### config.mk
export PLATFORM = sky130hd
export DESIGN_NAME = instr_fetch_mem
export DESIGN_NICKNAME = d
export VERILOG_FILES = /design/src/rtl/instr_fetch_mem.sv
export SDC_FILE = /design/constraint.sdc
export NUM_CORES = 1
export LEC_CHECK = 0
export CAP_MARGIN = 20
export CORE_UTILIZATION = 43
export CTS_BUF_LIST = sky130_fd_sc_hd__clkbuf_16
export DETAILED_ROUTE_END_ITERATION = 12
export GPL_TIMING_DRIVEN = 0
export MAX_ROUTING_LAYER = met4
export PLACE_DENSITY_LB_ADDON = 0.05
export SYNTH_ARGS = -nofsm -noshare
export SYNTH_HDL_FRONTEND = slang
export SYNTH_SLANG_ARGS = --single-unit
### constraint.sdc
create_clock -name clk -period 2.9 [get_ports clk]
set_input_delay 0.435 -clock clk [delete_from_list [all_inputs] [get_ports clk]]
set_output_delay 0.435 -clock clk [all_outputs]
set_load 0.01 [all_outputs]
### src/rtl/instr_fetch_mem.sv
// rtl/instr_fetch_mem.sv - instruction fetch memory with fixed-latency response
// Optional program-load write port is enabled by defining IMEM_PROG_LOAD_EN.
module instr_fetch_mem #(
    parameter int DATA_W  = 16,
    parameter int ADDR_W  = 16,
    parameter int DEPTH   = 256,
    parameter int LATENCY = 2
) (
    input  logic              clk,
    input  logic              reset,
    input  logic              req,
    input  logic [ADDR_W-1:0] addr,
    output logic              ready,
    output logic [DATA_W-1:0] instr,
    output logic              valid,
    output logic              err,
    input  logic              wr_en,
    input  logic [ADDR_W-1:0] wr_addr,
    input  logic [DATA_W-1:0] wr_data
);
    localparam int IDX_W  = ADDR_W - 1;
    localparam int MEM_AW = (DEPTH > 1) ? $clog2(DEPTH) : 1;
    localparam logic [IDX_W:0] DEPTH_L = (IDX_W + 1)'(DEPTH);

    typedef enum logic [1:0] {IDLE, WAIT, RESP} state_t;

    state_t            state, state_next;
    logic [3:0]        count, count_next;
    logic [DATA_W-1:0] hold_data;
    logic              hold_err;
    logic              err_q;
    logic              accept;
    logic [IDX_W-1:0]  idx;
    logic              fault;
    logic [DATA_W-1:0] rd_data;

    // Words never loaded read as zero.
    logic [DATA_W-1:0] mem [DEPTH] = '{default: '0};

    assign idx     = addr[ADDR_W-1:1];
    assign fault   = addr[0] | ({1'b0, idx} >= DEPTH_L);
    assign rd_data = fault ? '0 : mem[idx[MEM_AW-1:0]];

    assign ready  = ~reset & (state != WAIT);
    assign accept = req & ready;
    assign valid  = ~reset & (state == RESP);
    assign err    = valid & err_q;

    always_comb begin
        state_next = state;
        count_next = count;
        case (state)
            IDLE, RESP: begin
                if (accept) begin
                    if (LATENCY == 1) begin
                        state_next = RESP;
                        count_next = '0;
                    end else begin
                        state_next = WAIT;
                        count_next = 4'(LATENCY - 1);
                    end
                end else begin
                    state_next = IDLE;
                end
            end
            WAIT: begin
                if (count == 4'd1) begin
                    state_next = RESP;
                    count_next = '0;
                end else begin
                    count_next = count - 4'd1;
                end
            end
            default: begin
                state_next = IDLE;
                count_next = '0;
            end
        endcase
    end

    // Entering RESP straight from an accept only happens at LATENCY=1, so the
    // fresh read bypasses the holding register there.
    always_ff @(posedge clk) begin
        if (reset) begin
            state <= IDLE;
            count <= '0;
            instr <= '0;
            err_q <= 1'b0;
        end else begin
            state <= state_next;
            count <= count_next;
            if (accept) begin
                hold_data <= rd_data;
                hold_err  <= fault;
            end
            if (state_next == RESP) begin
                if (accept) begin
                    instr <= rd_data;
                    err_q <= fault;
                end else begin
                    instr <= hold_data;
                    err_q <= hold_err;
                end
            end
        end
    end

`ifdef IMEM_PROG_LOAD_EN
    logic [IDX_W-1:0] wr_idx;
    assign wr_idx = wr_addr[ADDR_W-1:1];

    // Non-blocking write keeps a same-edge fetch on the old contents.
    always_ff @(posedge clk) begin
        if (wr_en && !wr_addr[0] && ({1'b0, wr_idx} < DEPTH_L)) begin
            mem[wr_idx[MEM_AW-1:0]] <= wr_data;
        end
    end
`else
    logic unused_wr;
    assign unused_wr = ^{wr_en, wr_addr, wr_data};
`endif

endmodule

## After elaboration in Yosys (flattened, before gate mapping)

Cells that the tools add are included.

| storage, ports and cells | value |
|---|---|
| register bits | 40 |
| bits in latches | 0 |
| bits in writable memories | 0 |
| ROM bits | 0 |
| input bits | 52 |
| output and inout port bits | 19 |
| logic and storage cells | 31 |
| memories | 0 |

| cells by class | value |
|---|---|
| add/sub/neg operators | 1 |
| $mul | 0 |
| divide/modulo/power cells | 0 |
| order comparisons | 1 |
| equality and inequality tests | 6 |
| shift-type cells | 0 |
| multiplexer cells | 9 |
| bitwise logic cells | 6 |
| reductions and logical operators | 2 |

Operators by type and width:

| cell | count |
|---|---|
| $mux 16 | 2 |
| $ge 15x9->1 const B | 1 |
| $mux 4 | 2 |
| $pmux 4 s2 | 1 |
| $and 1x1->1 | 4 |
| $eq 2x2->1 const B | 2 |
| $eq 4x1->1 const B | 1 |
| $pmux 2 s2 | 1 |
| $sub 4x1->4 const B | 1 |
| $eq 2x1->1 const B | 1 |
| $logic_not 2->1 | 1 |
| $mux 1 | 2 |
| $mux 2 | 1 |
| $ne 2x1->1 const B | 1 |
| $ne 2x2->1 const B | 1 |
| $reduce_or 2->1 | 1 |
| $not 1->1 | 1 |
| $or 1x1->1 | 1 |

## Logic depth before layout (Yosys ltp)

| depth | value |
|---|---|
| depth in word-level cells | 6 |
| depth in mapped cells | 6 |
| depth with buffers taken out | 5 |

## Least setup slack after synthesis

No wires, ideal clock.

| path | value |
|---|---|
| kind | input-to-reg |
| from | in reset |
| to | reg hold_data[10] (data pin) |
| library setup time | 255 ps |
| arrival | 1428 ps |
| required time | 2645 ps |
| slack | 1217 ps |
| stages on the path | 4 |
| buffers on the path | 1 |
| cell sequence | inv_1 > nand3_1 > clkbuf_1 > and2_1 |

RTL lines:

| what | line | RTL |
|---|---|---|
| start, declared | 10 | `input logic reset,` |
| end signal, assigned | 93 | `hold_data <= rd_data;` |
| end, declared | 29 | `logic [DATA_W-1:0] hold_data;` |

## Worst setup path after layout

| path | value |
|---|---|
| from | in reset |
| to | out err |

| between the ends | value |
|---|---|
| word-level cells in the longest chain between the ends | 3 |

RTL lines:

| what | line | RTL |
|---|---|---|
| $not 1->1 | 46 | `assign valid = ~reset & (state == RESP);` |
| $and 1x1->1 | 46 |  |
| $and 1x1->1 | 47 | `assign err = valid & err_q;` |
| end, declared | 16 | `output logic err,` |

No other way between the ends.

==> qor.yml <==
outcome:
  outcome: "finished, final reports clean"
synth:
  yosys.area_share.adder_pct: 1.631
  ys_warn_count: 0
  syn_nets: 172
  avgSynthCellArea_sq_um: 13.00
  synth-compound-area-share_pct: 14.11
  syn_inst: 118
  syn_area_sq_um: 1534
  ys_ff_latch: 40
  synth_top_family_by_area: "simple AND/OR/NAND/NOR gates"
  synth.mux.area_fraction_pct: 0.7341
  synth-xor-area-share_pct: 0
  synth_cell_types: 28
  ys_seq_area_share_pct: 63.30
  post_synth_and_or_nand_nor_area_fraction_pct: 16.72
die:
  dieArea_sq_um: 3810
  initial_core_util_pct: 45.26
  die_w_um: 61.73
  row_count: 21
  die_h_um: 61.73
  core_sq_um: 3390
  io_pins: 71
critical_path:
  cpMaxStageDelayCell: "clkdlybuf4s50_1"
  r2r_end: "instr[8]$_SDFFE_PP0N_"
  worstPathArrival_ps: 1940
  crit_end: "err"
  crit_top_cell: "clkdlybuf4s50_1"
  cpPeakStageDelay_ps: 520
  startpoint: "reset"
  timing.rr.start: "count[0]$_SDFFE_PP0P_"
  regToRegSetupSlack_ps: 990
  start_kind: "input pin"
  path_cells: "clkdlybuf4s50_1, buf_6, nor3b_1, and2_1, clkdlybuf4s50_1"
  critPathMaxFanout: 10
  timing_worst_setup_path_type: "input pin to output pin"
  worstSetupEndpointType: "output pin"
  required_ps: 2470
  r2r_cells: 5
finish:
  final_common_cell: "clkdlybuf4s50_1"
  drive_gt1_share_pct: 9.677
  areaGrowthSynthToFinish_pct: 33.61
  final_cell_mix: "clkdlybuf4s50_1 (29), dfxtp_1 (23), and2_1 (17), edfxtp_1 (17), a32o_1 (16)"
  antennaDiodeCount: 0
  fill_cells: 295
  final_nets: 208
clock_tree:
  cts_tree: "done"
  htreeDepth: 2
  cts-root-buf: "clkbuf_16"
  cts.sinks: 40
  numCtsBuffers: 5
  ctsResizeCount: 0
  cts_hold_buf: 0
  worstSkewPairLatency_ps: 280
  post-cts-setup-buffers: 0
  clk_pin_slew_ps: 50
  cts.path.max_buffers: 2
global_route:
  grt_max_degree: 19
  grt_use_total_pct: 17.89
  antenna_found_initial: 0
  grt_pass1_wl_um: 4671
  grt.overflow.total: 0
  first_global_vias: 1066
placed_design:
  dpl.hpwl_um: 1932
  place.gp.congestion: 0.8184
  io_buffer_count: 29
  pre_cts_slack_ps: 314.1
timing:
  min_period_ps: 2377
  clock_skew_ps: 3.319
  slew_headroom_pct: 50.90
  layout_setup_ws_ps: 523.3
  hold_violations: 0
  worst-slew-pin-transition_ps: 735.6
  tns_ps: 0
  hold_ws_ps: 465.8
  min_period_over_period_pct: 81.96
  fmax_mhz: 420.8
  rsz0062_at_grt: "no"
  setup_viol_count_final: 0
  finalMaxSlewViolations: 0
route:
  wl_um: 2941
  ant_nets: 0
  first_pass_iters: 4
  drtIter0Drc: 64
  drc: 0
  wl_per_cell_um: 14.63
  vias: 1100
  via_per_inst: 5.473
run:
  max_cap_violations: 0
power_and_ir_drop:
  power.density_nw_per_um2: 672.7
  ir_worst_vdd_mv: 0.4143
  power_leakage_nw: 0.7233
worst_hold_path:
  hold_class: "flip-flop to flip-flop"
-- cells by family after synthesis --
logic type / after synthesis
AO/OA/AOI/OAI: 25
adder cells (fa/ha/maj): 2
buffers and inverters: 9
flip-flops: 40
multiplexers: 1
AND/OR/NAND/NOR: 41
-- cell usage after synthesis --
library cell,instances,share of area (%)
nor2_1,6,1.5
buf_2,1,0.33
a21oi_1,4,1.3
nand2b_1,1,0.41
nor3_4,1,1.1
nor3b_1,3,1.5
o32a_1,2,1.3
mux2_2,1,0.73
o21ai_0,2,0.65
a32o_1,16,10
nand3_1,3,0.98
buf_6,2,1.5
and2_1,17,6.9
nand2_1,2,0.49
or3b_4,1,0.73
edfxtp_1,17,33
inv_1,3,0.73
buf_4,1,0.49
nor4_1,2,0.82
ha_1,2,1.6
or3_1,1,0.41
nand4b_1,1,0.57
a31oi_1,1,0.41
and2b_1,1,0.49
dfxtp_1,23,30
nor2b_1,1,0.41
or4_1,1,0.49
clkbuf_1,2,0.49
-- registers in the layout, summed over array words and instances (netlist names) --
name and count:
hold_err 1, count 4, state 2, hold_data 16, err_q 1, instr 16
-- worst min path at each step --
stage                                     start               endpoint  slack, ps  cells past startpoint
after floorplan              err_q$_SDFFE_PP0N_     err_q$_SDFFE_PP0N_        450                      2
after global placement    instr[3]$_SDFFE_PP0N_  instr[3]$_SDFFE_PP0N_        450                      1
after detailed placement  instr[1]$_SDFFE_PP0N_  instr[1]$_SDFFE_PP0N_        460                      1
after CTS                 instr[1]$_SDFFE_PP0N_  instr[1]$_SDFFE_PP0N_        470                      1
after global routing      instr[1]$_SDFFE_PP0N_  instr[1]$_SDFFE_PP0N_        490                      1
final                     instr[1]$_SDFFE_PP0N_  instr[1]$_SDFFE_PP0N_        470                      1
-- critical path: cells and delay by family --
family / cells / cell delay [ps]
AND/OR/NAND/NOR: 2 / 390
buffers and inverters: 3 / 1110
-- per-stage QoR --
stage / cell area (sq um) / utilization (%) / instances / power, mW
floorplan: 1534 / - / 118 / 0.7267
global placement: 1882 / 55.52 / 193 / 0.7736
detailed placement: 1882 / 55.52 / 193 / 0.7801
CTS: 2049 / 60.47 / 201 / 1.390
global route: 2049 / 60.47 / 201 / 1.428
finish: 2049 / 60.47 / 201 / 1.379
-- area by class of cell --
cell class / count / area [sq um] / share of cell area, %
repair buffers: 29 / 290.3 / 14.16
clock buffers: 5 / 125.1 / 6.105
well taps: 46 / 57.56 / 2.808
flip-flops and latches: 40 / 970.9 / 47.37
inverters: 3 / 11.26 / 0.5494
multi-input cells: 69 / 509.2 / 24.85
clock inverters: 3 / 42.54 / 2.076
plain buffers: 6 / 42.54 / 2.076
-- power by group --
group	switching, mW	internal, mW	leakage (nW)	total [mW]
combinational	0.0612	0.0638	0.287	0.125
clock	0.206	0.403	0.0798	0.610
sequential	0.0202	0.624	0.357	0.644
-- layer usage --
layer	GRT usage [%]	vias up	routed length (um)
met1	21.66	546	1364
met4	7.619	0	42
met2	28.11	31	1393
li1	-	519	-
met3	4.969	4	141
met5	-	-	0
No activity file was read; power rests on OpenSTA's default activity.
